## config.mk

```make
export PLATFORM = sky130hd
export DESIGN_NAME = line_buf_sched_flat
export DESIGN_NICKNAME = d
export VERILOG_FILES = /design/src/rtl/line_buf_sched_if.sv /design/src/rtl/line_buf_sched.sv /design/src/flat_wrapper.sv
export SDC_FILE = /design/constraint.sdc
export NUM_CORES = 1
export LEC_CHECK = 0
export CAP_MARGIN = 30
export CORE_ASPECT_RATIO = 1.25
export CORE_UTILIZATION = 36
export CTS_BUF_LIST = sky130_fd_sc_hd__clkbuf_8
export DETAILED_ROUTE_END_ITERATION = 8
export GPL_TIMING_DRIVEN = 1
export PLACE_DENSITY_LB_ADDON = 0.05
export RECOVER_POWER = 50
export SLEW_MARGIN = 5
export SYNTH_ARGS = -nofsm -noshare
export SYNTH_HDL_FRONTEND = slang
export SYNTH_SLANG_ARGS = --single-unit
```

## constraint.sdc

```tcl
create_clock -name clk -period 2 [get_ports clk]
set_input_delay 0.2 -clock clk [delete_from_list [all_inputs] [get_ports clk]]
set_output_delay 0.2 -clock clk [all_outputs]
set_load 0.01 [all_outputs]
```

## src/rtl/line_buf_sched_if.sv

```systemverilog
// Bundle of the renderer write stream, scanout request/return, line-buffer
// status and the single BRAM port seen by the line buffer scheduler.
// The scheduler uses the slave view; the surrounding system uses the master view.
interface line_buf_sched_if #(
    parameter int DATA_WIDTH = 24,
    parameter int ADDR_WIDTH = 32
);
    // video timing / scanout side
    logic                  line_start;
    logic                  pix_req;
    logic [DATA_WIDTH-1:0] pix_data;
    logic                  pix_valid;

    // renderer write stream
    logic                  wr_valid;
    logic                  wr_ready;
    logic [DATA_WIDTH-1:0] wr_data;
    logic                  wr_last;

    // buffer status
    logic                  disp_sel;
    logic                  fill_done;
    logic                  swap;
    logic                  underrun;

    // single-port BRAM
    logic                  bram_en;
    logic                  bram_we;
    logic [ADDR_WIDTH-1:0] bram_addr;
    logic [DATA_WIDTH-1:0] bram_din;
    logic [DATA_WIDTH-1:0] bram_dout;

    modport master (
        output line_start, pix_req, wr_valid, wr_data, wr_last, bram_dout,
        input  pix_data, pix_valid, wr_ready, disp_sel, fill_done, swap,
               underrun, bram_en, bram_we, bram_addr, bram_din
    );

    modport slave (
        input  line_start, pix_req, wr_valid, wr_data, wr_last, bram_dout,
        output pix_data, pix_valid, wr_ready, disp_sel, fill_done, swap,
               underrun, bram_en, bram_we, bram_addr, bram_din
    );
endinterface

```

## src/rtl/line_buf_sched.sv

```systemverilog
// Double-buffered display line buffer scheduler.
// One single-port BRAM of depth 2*DISPLAY_WIDTH is split into two halves:
// scanout reads the half selected by disp_sel while the renderer fills the
// other one. Reads always win the port; writes use any cycle left over.
// 2*DISPLAY_WIDTH must be representable in ADDR_WIDTH bits.
module line_buf_sched #(
    parameter int ADDR_WIDTH    = 32,
    parameter int DISPLAY_WIDTH = 640,
    parameter int DATA_WIDTH    = 24
) (
    input logic             clk,
    input logic             rst,
    line_buf_sched_if.slave bus
);

    localparam int CW = $clog2(DISPLAY_WIDTH + 1);
    localparam logic [CW-1:0]         W_CNT  = CW'(DISPLAY_WIDTH);
    localparam logic [CW-1:0]         LAST_X = CW'(DISPLAY_WIDTH - 1);
    localparam logic [ADDR_WIDTH-1:0] W_ADDR = ADDR_WIDTH'(DISPLAY_WIDTH);

    typedef enum logic {
        FILLING = 1'b0,
        FULL    = 1'b1
    } fill_state_t;

    fill_state_t     state;
    logic [CW-1:0]   rd_x;
    logic [CW-1:0]   wr_x;
    logic            disp_sel_q;
    logic            swap_q;
    logic            underrun_q;
    logic            rd_pending;

    logic            rd_issue;
    logic            wr_accept;
    logic            wr_complete;
    logic            do_swap;
    logic            do_underrun;
    logic [ADDR_WIDTH-1:0] disp_base;
    logic [ADDR_WIDTH-1:0] fill_base;

    // Port arbitration: line_start blocks reads, reads beat writes, and a
    // swap happens when the fill is already full or completes this very cycle.
    always_comb begin
        rd_issue    = !rst && !bus.line_start && bus.pix_req && (rd_x < W_CNT);
        wr_accept   = !rst && (state == FILLING) && bus.wr_valid && !rd_issue;
        wr_complete = wr_accept && (bus.wr_last || (wr_x == LAST_X));
        do_swap     = !rst && bus.line_start && ((state == FULL) || wr_complete);
        do_underrun = !rst && bus.line_start && !do_swap;
        disp_base   = disp_sel_q ? W_ADDR : '0;
        fill_base   = disp_sel_q ? '0 : W_ADDR;
    end

    // Drive the BRAM port for whichever access won this cycle.
    always_comb begin
        bus.bram_en   = 1'b0;
        bus.bram_we   = 1'b0;
        bus.bram_addr = '0;
        bus.bram_din  = '0;
        if (rd_issue) begin
            bus.bram_en   = 1'b1;
            bus.bram_addr = disp_base + ADDR_WIDTH'(rd_x);
        end else if (wr_accept) begin
            bus.bram_en   = 1'b1;
            bus.bram_we   = 1'b1;
            bus.bram_addr = fill_base + ADDR_WIDTH'(wr_x);
            bus.bram_din  = bus.wr_data;
        end
    end

    // Fill FSM, read/write counters, half select and status pulses.
    always_ff @(posedge clk) begin
        if (rst) begin
            state      <= FILLING;
            rd_x       <= '0;
            wr_x       <= '0;
            disp_sel_q <= 1'b0;
            swap_q     <= 1'b0;
            underrun_q <= 1'b0;
            rd_pending <= 1'b0;
        end else begin
            rd_pending <= rd_issue;
            swap_q     <= do_swap;
            underrun_q <= do_underrun;

            if (rd_issue) begin
                rd_x <= rd_x + 1'b1;
            end

            if (wr_accept) begin
                if (wr_complete) begin
                    state <= FULL;
                end else begin
                    wr_x <= wr_x + 1'b1;
                end
            end

            if (do_swap) begin
                disp_sel_q <= ~disp_sel_q;
                state      <= FILLING;
                wr_x       <= '0;
                rd_x       <= '0;
            end else if (do_underrun) begin
                rd_x <= '0;
            end
        end
    end

    assign bus.wr_ready  = !rst && (state == FILLING) && !rd_issue;
    assign bus.fill_done = (state == FULL);
    assign bus.disp_sel  = disp_sel_q;
    assign bus.swap      = swap_q;
    assign bus.underrun  = underrun_q;
    assign bus.pix_valid = rd_pending;
    assign bus.pix_data  = rd_pending ? bus.bram_dout : {DATA_WIDTH{1'b0}};

endmodule

```

## src/flat_wrapper.sv

```systemverilog
// flat-port wrapper written by rule: the top's interface ports become plain ports
module line_buf_sched_flat 
#(
    parameter int ADDR_WIDTH    = 32,
    parameter int DISPLAY_WIDTH = 640,
    parameter int DATA_WIDTH    = 24
)
  (clk, rst, bus_line_start, bus_pix_req, bus_wr_valid, bus_wr_data, bus_wr_last, bus_bram_dout, bus_pix_data, bus_pix_valid, bus_wr_ready, bus_disp_sel, bus_fill_done, bus_swap, bus_underrun, bus_bram_en, bus_bram_we, bus_bram_addr, bus_bram_din);
  line_buf_sched_if #(.DATA_WIDTH(DATA_WIDTH), .ADDR_WIDTH(ADDR_WIDTH)) bus_i ();
  input logic clk;
  input logic rst;
  input wire logic [$bits(bus_i.line_start)-1:0] bus_line_start;
  input wire logic [$bits(bus_i.pix_req)-1:0] bus_pix_req;
  input wire logic [$bits(bus_i.wr_valid)-1:0] bus_wr_valid;
  input wire logic [$bits(bus_i.wr_data)-1:0] bus_wr_data;
  input wire logic [$bits(bus_i.wr_last)-1:0] bus_wr_last;
  input wire logic [$bits(bus_i.bram_dout)-1:0] bus_bram_dout;
  output wire logic [$bits(bus_i.pix_data)-1:0] bus_pix_data;
  output wire logic [$bits(bus_i.pix_valid)-1:0] bus_pix_valid;
  output wire logic [$bits(bus_i.wr_ready)-1:0] bus_wr_ready;
  output wire logic [$bits(bus_i.disp_sel)-1:0] bus_disp_sel;
  output wire logic [$bits(bus_i.fill_done)-1:0] bus_fill_done;
  output wire logic [$bits(bus_i.swap)-1:0] bus_swap;
  output wire logic [$bits(bus_i.underrun)-1:0] bus_underrun;
  output wire logic [$bits(bus_i.bram_en)-1:0] bus_bram_en;
  output wire logic [$bits(bus_i.bram_we)-1:0] bus_bram_we;
  output wire logic [$bits(bus_i.bram_addr)-1:0] bus_bram_addr;
  output wire logic [$bits(bus_i.bram_din)-1:0] bus_bram_din;
  assign bus_i.line_start = bus_line_start;
  assign bus_i.pix_req = bus_pix_req;
  assign bus_i.wr_valid = bus_wr_valid;
  assign bus_i.wr_data = bus_wr_data;
  assign bus_i.wr_last = bus_wr_last;
  assign bus_i.bram_dout = bus_bram_dout;
  assign bus_pix_data = bus_i.pix_data;
  assign bus_pix_valid = bus_i.pix_valid;
  assign bus_wr_ready = bus_i.wr_ready;
  assign bus_disp_sel = bus_i.disp_sel;
  assign bus_fill_done = bus_i.fill_done;
  assign bus_swap = bus_i.swap;
  assign bus_underrun = bus_i.underrun;
  assign bus_bram_en = bus_i.bram_en;
  assign bus_bram_we = bus_i.bram_we;
  assign bus_bram_addr = bus_i.bram_addr;
  assign bus_bram_din = bus_i.bram_din;
  line_buf_sched #(.ADDR_WIDTH(ADDR_WIDTH), .DISPLAY_WIDTH(DISPLAY_WIDTH), .DATA_WIDTH(DATA_WIDTH)) u_core (.clk(clk), .rst(rst), .bus(bus_i));
endmodule
```

After elaboration in Yosys (flattened, before gate mapping)
Cells that the tools add are included.
{"block": "classes", "add_sub_neg": 4, "order_cmp": 1, "n_eq_ne": 1, "mux": 10, "n_bitwise": 3, "reduce_logical": 21}
{"operator": "2-to-1 mux 24 bit", "count": 3}
{"operator": "adder 32 x 10 -> 32 bit", "count": 2}
{"operator": "2-to-1 mux 32 bit", "count": 2}
{"operator": "adder 10 x 1 -> 10 bit, second input constant", "count": 2}
{"operator": "2-to-1 mux 10 bit", "count": 2}
{"operator": "logical AND 1 bit", "count": 11}
{"operator": "== test 10 bit, second input constant", "count": 1}
{"operator": "less-than comparator 10 bit, second input constant", "count": 1}
{"operator": "logical NOT 1 bit", "count": 4}
{"operator": "AND reduction 2 bit", "count": 2}
{"operator": "2-to-1 mux 1 bit", "count": 3}
{"operator": "NOT 1 bit", "count": 3}
{"operator": "OR reduction 3 bit", "count": 1}
{"operator": "logical OR 1 bit", "count": 2}
{"operator": "OR reduction 2 bit", "count": 1}
{"block": "word_totals", "register_bits": 25, "in_bits": 54}

Longest topological paths before layout
{"block": "depth", "ltp_word": 12, "depth_mapped": 7}

Least setup slack after synthesis
No wires, ideal clock.
{"block": "synth_path", "kind": "register -> register", "startpoint": "register u_core.state (netlist: u_core.bus.fill_done)", "endpoint": "register u_core.wr_x[6]", "setup_ns": 0.071, "arrival_time_ns": 1.727, "t_required_ns": 1.929, "setup_slack_ns": 0.201, "path_stages_with_launch": 6, "n_path_buf": 1, "path_cell_list": "dfxtp_1 -> or3b_4 -> a21o_1 -> buf_6 -> or4b_1 -> a21oi_1"}
{"block": "synth_between", "elab_chain_len": 8}
{"item": "from (decl)", "line_no": "line_buf_sched.sv:26", "text": "fill_state_t state;"}
{"item": "from (signal assigned)", "line_no": "line_buf_sched.sv:74", "text": "state <= FILLING;"}
{"item": "from (signal assigned)", "line_no": "line_buf_sched.sv:92", "text": "state <= FULL;"}
{"item": "from (signal assigned)", "line_no": "line_buf_sched.sv:100", "text": "state <= FILLING;"}
{"item": "NOT 1 bit", "line_no": "line_buf_sched.sv:46", "text": "wr_accept = !rst && (state == FILLING) && bus.wr_valid && !rd_issue;"}
{"item": "logical AND 1 bit (3 in series)", "line_no": "line_buf_sched.sv:46"}
{"item": "logical AND 1 bit", "line_no": "line_buf_sched.sv:47", "text": "wr_complete = wr_accept && (bus.wr_last || (wr_x == LAST_X));"}
{"item": "logical OR 1 bit", "line_no": "line_buf_sched.sv:48", "text": "do_swap = !rst && bus.line_start && ((state == FULL) || wr_complete);"}
{"item": "logical AND 1 bit", "line_no": "line_buf_sched.sv:48"}
{"item": "OR reduction 2 bit (no source line)"}
{"item": "to (signal assigned)", "line_no": "line_buf_sched.sv:94", "text": "wr_x <= wr_x + 1'b1;"}
{"item": "to (decl)", "line_no": "line_buf_sched.sv:28", "text": "logic [CW-1:0] wr_x;"}
Several ways; a longest one is shown, not always the timed one.
A chain may end at the register's enable or synchronous reset.

Worst setup path in the final report
{"block": "layout_path", "startpoint": "register u_core.state (netlist: u_core.bus.fill_done)", "endpoint": "output port bus_bram_we"}
{"block": "layout_between", "elab_chain_len": 6}
{"item": "NOT 1 bit", "line_no": "line_buf_sched.sv:46"}
{"item": "logical AND 1 bit (3 in series)", "line_no": "line_buf_sched.sv:46"}
{"item": "2-to-1 mux 1 bit", "line_no": "line_buf_sched.sv:63", "text": "end else if (wr_accept) begin"}
{"item": "2-to-1 mux 1 bit", "line_no": "line_buf_sched.sv:60", "text": "if (rd_issue) begin"}
{"item": "to (decl)", "line_no": "flat_wrapper.sv:26", "text": "output wire logic [$bits(bus_i.bram_we)-1:0] bus_bram_we;"}
No other way between the ends.

==> impl_metrics.tcl <==
set metrics [dict create \
    route.detailed.drc 0 \
    ctsLongestPathBuffers 2 \
    dr.pass1.iters 4 \
    ios 142 \
    area_growth_pct 69.1 \
    die_h_um 84.5 \
    grt_usage_pct 21.9 \
    grt_pass1_vias 2042 \
    yosys.area_share.adder_pct 5.10 \
    synth_area_leader_cell "dfxtp_1" \
    dp.cells 459 \
    cts_tree "yes" \
    max_freq_mhz 511 \
    antenna_found_initial 0 \
    peakVddDrop_uv 423 \
    antenna_cells 0 \
    avgSynthCellArea_um2 7.43 \
    slew_viol_final 0 \
    crit_chain "or3b_4 -> a21o_1 -> inv_2 -> bufbuf_16 -> dlygate4sd2_1" \
    setup_viol 0 \
    postSynthCellCount 264 \
    p_leak_uw 0.00157 \
    period_needed_ns 1.96 \
    clk_latency_ns 0.27 \
    synth_top_area_share_pct 25.5 \
    final_layout_size_suffix_gt1_share_pct 17.6 \
    grt_pass1_wl_um 9530 \
    hold_viol 0 \
    synth_compound_area_share_pct 12.5 \
    ys_async_sr_fraction_pct 0 \
    synth_seq_cells 25 \
    wl_um 6210 \
    start_util_pct 38.1 \
    ys_types 42 \
    outcome "complete, no violations" \
    power_uw 1180 \
    fin_ws_ns 0.0434 \
    n_fill_cell 480 \
    gp_congestion 0.842 \
    ant_nets 0 \
    fin_nets 472 \
    worst-path-buf-inv 3 \
    core_um2 5150 \
    yosysSeqAreaShare_pct 25.5 \
    cp_slowest_stage_delay_ns 0.39 \
    dieWidth_um 68.0 \
    io_buffers 120 \
    worstSetupStartpointType "register" \
    tns_ns 0 \
    synth_top_family_by_area "simple AND/OR/NAND/NOR gates" \
    grt_start_max_net_pins 26 \
    rows 29 \
    crit_family "buffers and inverters" \
    place_ws_ns -0.477 \
    synth.mux.area_fraction_pct 0.510 \
    skew_ns 0.00496 \
    overflow 0 \
    cts_sinks 25 \
    slew_headroom_pct 65.6 \
    instances_no_fill 471 \
    root_buffer "clkbuf_8" \
    min_path_type "register to register" \
    drt-initial-drc-count 91 \
    cap_violations 0 \
    yosys.area_share.simple_pct 39.7 \
    arrival_ns 1.76 \
    avgViaCountPerCell 4.83 \
    rsz0062_at_grt "yes" \
    dieArea_um2 5750 \
    post-route-period-util_pct 97.8 \
    ys.flop_type "dfxtp_1" \
    synth_edf_count 0 \
    cp_slowest_cell "or3b_4" \
    syn_area_um2 1960 \
    cp_max_fo 13 \
    worstPathRequired_ns 1.80 \
    synthXorXnorAreaFrac_pct 4.02 \
    crit_type "register to output pin" \
    yosysWarnings 0 \
    cp-end-kind "output pin" \
    worst_slew_pin_slew_ns 0.516 \
    holdWs_ns 0.496 \
    vias 2276 \
    clkSlewWorstSetupHoldPaths_ns 0.09 \
    hpwl_um 5080 \
    powerDensity_nw_per_um2 355 \
    cts_buffers 3 \
    htree_levels 1 \
    synth.area.top_cells "dfxtp_1, and2_1, buf_4" \
    avgRoutedWirePerCell_um 13.2 \
]
## metal layers
layer	vias up	track usage, %	share of wire, %
met2	94	40.4	54
met5	-	0	0
met1	1019	24.2	36
li1	1155	-	-
met4	0	7.95	1.8
met3	8	3.13	8.1
## report_power, final
group          internal [uW]  switching, uW
sequential               504           8.02
combinational            211            147
clock                    138            167
total                    854            322
## worst register-to-register path, stage by stage, from the launching register on
cell	delay, ns
dfxtp_1	0.44
and4bb_2	0.30
a31o_1	0.40
or4_1	0.57
a21oi_1	0.14
## logic make-up (layout without fill, tap and decap cells)
| logic type | count (synthesis) | in the layout |
|---|---|---|
| adder cells (fa/ha/maj) | 8 | 8 |
| XOR/XNOR | 9 | 9 |
| AND/OR/NAND/NOR | 140 | 140 |
| buffers and inverters | 40 | 165 |
| multiplexers | 1 | 1 |
| AO/OA/AOI/OAI | 40 | 40 |
| other | 1 | 21 |
| flip-flops | 25 | 25 |
## metrics by stage
stage,area [um^2],util [%]
after floorplan,2040,-
after global placement,3310,64.2
after detailed placement,3310,64.2
after CTS,3310,64.2
after global routing,3320,64.4
final,3320,64.4
## cell usage in the layout (no fill, tap or decap), types with 8 or more instances in the layout
cell type	synthesis	routed
buf_2	0	24
nor2_1	12	11
a21oi_1	14	14
conb_1	1	21
nand2_1	30	29
ha_1	8	8
and2_1	51	46
nand3_1	16	16
clkdlybuf4s50_1	0	59
dfxtp_1	25	22
dlygate4sd2_1	0	16
buf_4	21	30
dlygate4sd3_1	0	20
## area by class of cell
class,instances,area (um^2),share of cell area (%)
multi-input combinational,219,1320,39.6
timing repair buffer,154,1340,40.4
tap,62,77.6,2.34
inverter,7,31.3,0.943
sequential,25,507,15.3
clock inverter,1,3.75,0.113
clock buffer,3,41.3,1.24
## cells in the mapped netlist, types with 6 or more instances
master,instances
xor2_1,7
nor2_1,12
clkbuf_1,9
inv_1,6
nand2_1,30
dfxtp_1,25
nand3_1,16
a21oi_1,14
or4_1,7
ha_1,8
o21ai_0,8
buf_4,21
and2_1,51
## sequential cells by signal, summed over array words and instances (netlist names)
signal / cells
u_core.bus.disp_sel: 1
u_core.bus.fill_done: 1
u_core.bus.pix_valid: 1
u_core.bus.swap: 1
u_core.bus.underrun: 1
u_core.rd_x: 10
u_core.wr_x: 10
## final timing paths
kind                              from              to  slack [ns]  depth (start not counted)
setup / recovery  u_core.bus.fill_done     bus_bram_we        0.04                          5
hold / removal          u_core.rd_x[1]  u_core.rd_x[1]        0.50                          2
setup reg to reg        u_core.wr_x[7]  u_core.wr_x[7]        0.09                          4
hold reg to reg         u_core.rd_x[1]  u_core.rd_x[1]        0.50                          2
## what timing repair did
item                       in CTS  in global routing
cloned                          1                  0
hold buffers                    0                  0
resized for setup             124                  6
setup buffers                   5                  2
pin swaps                       0                  1
setup endpoints to repair      38                 35
(Power assumes the default switching activity.)
